==> config.mk <==
export PLATFORM = sky130hd
export DESIGN_NAME = input_debounce
export DESIGN_NICKNAME = d
export VERILOG_FILES = /design/src/rtl/input_control_pkg.sv /design/src/rtl/sync_2ff.sv /design/src/rtl/input_debounce.sv
export SDC_FILE = /design/constraint.sdc
export NUM_CORES = 1
export LEC_CHECK = 0
export ABC_AREA = 1
export BUFFER_PORTS_ARGS = -buffer_cell sky130_fd_sc_hd__buf_2
export CORE_AREA = 2 2 47 49
export CTS_CLUSTER_DIAMETER = 150
export DETAILED_ROUTE_END_ITERATION = 10
export DIE_AREA = 0 0 49 51
export HOLD_SLACK_MARGIN = 0.12
export PLACE_DENSITY_LB_ADDON = 0.12
export SLEW_MARGIN = 20
export SYNTH_ARGS = -nofsm -noshare
export SYNTH_HDL_FRONTEND = slang
export SYNTH_SLANG_ARGS = --single-unit
==> constraint.sdc <==
create_clock -name clk -period 1.55 [get_ports clk]
set_input_delay 0.0775 -clock clk [delete_from_list [all_inputs] [get_ports clk]]
set_output_delay 0.0775 -clock clk [all_outputs]
set_load 0.03 [all_outputs]
==> src/rtl/input_control_pkg.sv <==
// Shared definitions for the pushbutton input path: debounce FSM encoding
// and the default debounce window.
package input_control_pkg;

    localparam int DEBOUNCE_CYCLES_DEFAULT = 16;

    typedef enum logic [1:0] {
        IDLE         = 2'd0,
        PRESS_WAIT   = 2'd1,
        PRESSED      = 2'd2,
        RELEASE_WAIT = 2'd3
    } state_t;

endpackage

==> src/rtl/sync_2ff.sv <==
// Two-flop synchronizer bringing the raw asynchronous button level into clk.
module sync_2ff (
    input  logic clk,
    input  logic reset,
    input  logic d,
    output logic q
);

    logic meta;

    always_ff @(posedge clk) begin
        if (reset) begin
            meta <= 1'b0;
            q    <= 1'b0;
        end else begin
            meta <= d;
            q    <= meta;
        end
    end

endmodule

==> src/rtl/input_debounce.sv <==
// Pushbutton debouncer: synchronizes the raw level, accepts a change only after
// DEBOUNCE_CYCLES stable samples, and emits press/release strobes and a press count.
module input_debounce
    import input_control_pkg::*;
#(
    parameter int DEBOUNCE_CYCLES = DEBOUNCE_CYCLES_DEFAULT,
    parameter int CNT_W           = $clog2(DEBOUNCE_CYCLES)
) (
    input  logic       clk,
    input  logic       reset,
    input  logic       btn_in,
    output logic       btn_level,
    output logic       press_pulse,
    output logic       release_pulse,
    output logic [7:0] press_count,
    output state_t     state_dbg
);

    localparam logic [CNT_W-1:0] CNT_MAX = CNT_W'(DEBOUNCE_CYCLES - 1);

    logic             btn_s;
    state_t           state, state_next;
    logic [CNT_W-1:0] cnt, cnt_next;
    logic             press_next, release_next;

    sync_2ff u_sync (
        .clk   (clk),
        .reset (reset),
        .d     (btn_in),
        .q     (btn_s)
    );

    always_comb begin
        state_next   = state;
        cnt_next     = cnt;
        press_next   = 1'b0;
        release_next = 1'b0;
        case (state)
            IDLE: begin
                if (btn_s) begin
                    state_next = PRESS_WAIT;
                    cnt_next   = '0;
                end
            end
            PRESS_WAIT: begin
                if (!btn_s) begin
                    state_next = IDLE;
                end else if (cnt == CNT_MAX) begin
                    state_next = PRESSED;
                    press_next = 1'b1;
                end else begin
                    cnt_next = cnt + CNT_W'(1);
                end
            end
            PRESSED: begin
                if (!btn_s) begin
                    state_next = RELEASE_WAIT;
                    cnt_next   = '0;
                end
            end
            RELEASE_WAIT: begin
                if (btn_s) begin
                    state_next = PRESSED;
                end else if (cnt == CNT_MAX) begin
                    state_next   = IDLE;
                    release_next = 1'b1;
                end else begin
                    cnt_next = cnt + CNT_W'(1);
                end
            end
            default: state_next = IDLE;
        endcase
    end

    // Outputs are registered from the next-state decode so the level and the
    // strobe appear together in the cycle after the accepting edge.
    always_ff @(posedge clk) begin
        if (reset) begin
            state         <= IDLE;
            cnt           <= '0;
            btn_level     <= 1'b0;
            press_pulse   <= 1'b0;
            release_pulse <= 1'b0;
            press_count   <= 8'd0;
        end else begin
            state         <= state_next;
            cnt           <= cnt_next;
            btn_level     <= (state_next == PRESSED) || (state_next == RELEASE_WAIT);
            press_pulse   <= press_next;
            release_pulse <= release_next;
            if (press_next) begin
                press_count <= press_count + 8'd1;
            end
        end
    end

    assign state_dbg = state;

endmodule
==> flow_metrics.py <==
metrics = {
    "setup_path": {
        "crit_fanout": 11,
        "crit_path_end": "press_count[2]",
        "crit_path_start_kind": "flip-flop",
        "r2r-end": "press_count[2]",
        "r2r.worst_path.cells": 6,
        "end_kind": "flip-flop",
        "cp_data_arrival_time_ns": 1.59,
        "crit_type": "flip-flop to flip-flop",
        "crit_required_ns": 1.74,
        "rr_startpoint": "cnt[0]",
        "r2r_slack_ns": 0.15,
        "startpoint": "cnt[0]",
    },
    "global_routing": {
        "grt_usage_pct": 13.5,
        "grt_pass1_wl_um": 2490,
        "grt_max_degree": 13,
        "grt_pass1_vias": 607,
        "overflow": 0,
        "antenna_found_initial": 0,
    },
    "floorplanning": {
        "die_x_um": 49,
        "rows": 17,
        "die_area_um2": 2500,
        "io_pins": 16,
        "core_area_um2": 2060,
        "start_util_pct": 39.1,
        "die_h_um": 51,
    },
    "drt": {
        "wl_met3_um": 48,
        "wl_met1_um": 736,
        "drtAntennaViolNets": 0,
        "wl_per_cell_um": 9.38,
        "via_count": 738,
        "highest_layer": "met4",
        "wl_um": 1500,
        "first_pass_iters": 4,
        "drt-initial-drc-count": 7,
        "vias_per_cell": 4.61,
        "drc_errors": 0,
        "route.met2.wl_um": 678,
    },
    "sta": {
        "setup_viol": 0,
        "timing.final.crit_share_pct": 90.2,
        "relSlewSlack_pct": 78.3,
        "setup_tns_ns": 0,
        "skew_ns": 0.00414,
        "period_minus_slack_ns": 1.40,
        "hold_viol_final": 0,
        "rsz0062_at_grt": "no",
        "finalWorstSetupSlack_ns": 0.152,
        "whs_ns": 0.409,
        "max_freq_mhz": 715,
        "finalMaxSlewViolations": 0,
        "tightest_slew_ns": 0.325,
    },
    "synth": {
        "synth-seq-cells": 18,
        "avgSynthCellArea_um2": 7.33,
        "yosys_warnings": 0,
        "ys_types": 19,
        "syn_nets": 115,
        "synthTopCellsByArea": "dfxtp_1 (45%), nand2_1 (10%), nor2_1 (8.9%), inv_1 (7.0%), a21oi_1 (5.0%)",
        "ys_seq_area_share_pct": 44.7,
        "synth_area_um2": 806,
        "synth_top_area_share_pct": 44.7,
        "yosysTopAreaCell": "dfxtp_1",
        "syn_inst": 110,
    },
    "final_layout": {
        "drive_above_1_share_pct": 21.2,
        "fin_cells": 160,
        "diodes": 0,
        "fin_nets": 139,
        "syn2layout_area_growth_pct": 21.0,
    },
    "place": {
        "place.gp.congestion": 0.738,
        "portBuffers": 15,
        "hpwl_um": 1060,
        "dp.cells": 150,
        "pre_cts_slack_ns": 0.157,
    },
    "cts": {
        "clkLatencyLatePin_ns": 0.29,
        "clk_pin_slew_ns": 0.10,
        "numClockSinks": 18,
        "numCtsBuffers": 3,
        "root_buffer": "clkbuf_4",
        "clk_path_buf_depth": 2,
        "h-tree-depth": 1,
        "cts_tree": "done",
    },
    "power_and_ir_drop": {
        "max-vdd-ir-drop_uv": 388,
        "power_w": 0.000724,
        "p_leak_nw": 0.444,
        "cellPowerDensity_nw_per_um2": 743,
    },
    "job": {
        "drv_cap": 0,
    },
    "status": {
        "status": "complete, no violations",
    },
    "min_path": {
        "min_path_type": "flip-flop to flip-flop",
    },
}
==> layer usage <==
layer / vias to the layer above / global-route usage [%]
li1: 392 / -
met1: 325 / 16.7
met2: 17 / 20.1
met3: 4 / 2.63
met4: 0 / 11.4
met5: - / 0
==> synthesized netlist by cell type, drive strengths merged <==
| library cell | count |
|---|---|
| a21oi | 8 |
| buf | 3 |
| dfxtp | 18 |
| ha | 2 |
| inv | 15 |
| nand2 | 23 |
| nand3 | 9 |
| nand4 | 3 |
| nor2 | 21 |
| nor3 | 2 |
| o21ai | 5 |
| xor2 | 1 |
==> kinds of logic after synthesis <==
logic type / share of synthesized area, %
compound gates: 8.07
xor+xnor: 1.09
fa+ha+maj: 3.11
buf+inv: 9.94
flops: 44.7
simple gates: 33.1
==> worst max-delay path, stage by stage, from the launching register on <==
cell and delay, ns:
dfxtp_1 0.40, ha_1 0.24, nand3_2 0.11, nor2_4 0.23
inv_1 0.12, o21ai_0 0.15, nor2_1 0.05
==> per-stage QoR <==
stage / util, % / instance area, µm²
floorplan: - / 806
global placement: 43.2 / 892
detailed placement: 43.2 / 892
CTS: 45.8 / 945
global route: 47.2 / 975
finish: 47.2 / 975
==> report_power, final <==
group	switching (W)	internal, W	total, W	leakage (nW)
Combinational	0.0000176	0.0000123	0.0000299	0.284
Clock	0.000136	0.0000903	0.000226	0.0138
Sequential	0.00000279	0.000465	0.000468	0.145
Total	0.000156	0.000568	0.000724	0.444
==> how the worst min path moves through the flow <==
stage	from	endpoint	slack (ns)	cells after the start
5_1_grt	u_sync.meta	u_sync.q	0.44	2
3_5_place_dp	btn_in	u_sync.meta	0.28	3
2_1_floorplan	btn_in	u_sync.meta	0.18	2
6_report	u_sync.meta	u_sync.q	0.41	2
3_3_place_gp	btn_in	u_sync.meta	0.27	3
4_1_cts	u_sync.meta	u_sync.q	0.41	2
==> layout make-up <==
class                   count  area (µm²)
fillers                   226        1090
multi-input cells          74         365
flip-flops and latches     18         360
repair buffers             22         135
inverters                  15        56.3
well taps                  28        35.0
clock buffers               3        22.5
==> placed cells by master (no fill, tap or decap) <==
cell / count
dfxtp_1: 18
nor3_1: 2
ha_1: 2
dlygate4sd3_1: 3
nor2_4: 1
nand3_2: 3
inv_1: 15
nand3_1: 6
a21oi_1: 8
xor2_1: 1
nor2_1: 19
o21ai_1: 1
o21ai_0: 4
clkbuf_4: 3
nand2_1: 22
buf_4: 4
buf_2: 15
nand4_1: 3
nor2_2: 1
nand2_2: 1
==> flip-flops by register name (all words and copies together) (netlist names) <==
name / count
u_sync.meta: 1
release_pulse: 1
btn_level: 1
u_sync.q: 1
press_pulse: 1
state_dbg: 1
cnt: 4
press_count: 8
==> repair_timing <==
item	4_1_cts	5_1_grt
buffers inserted	0	4
endpoints found under the hold margin	7	0
gates resized for setup	0	0
endpoints found under the setup margin	0	4
hold buffers	3	0
(Power assumes the default switching activity.)
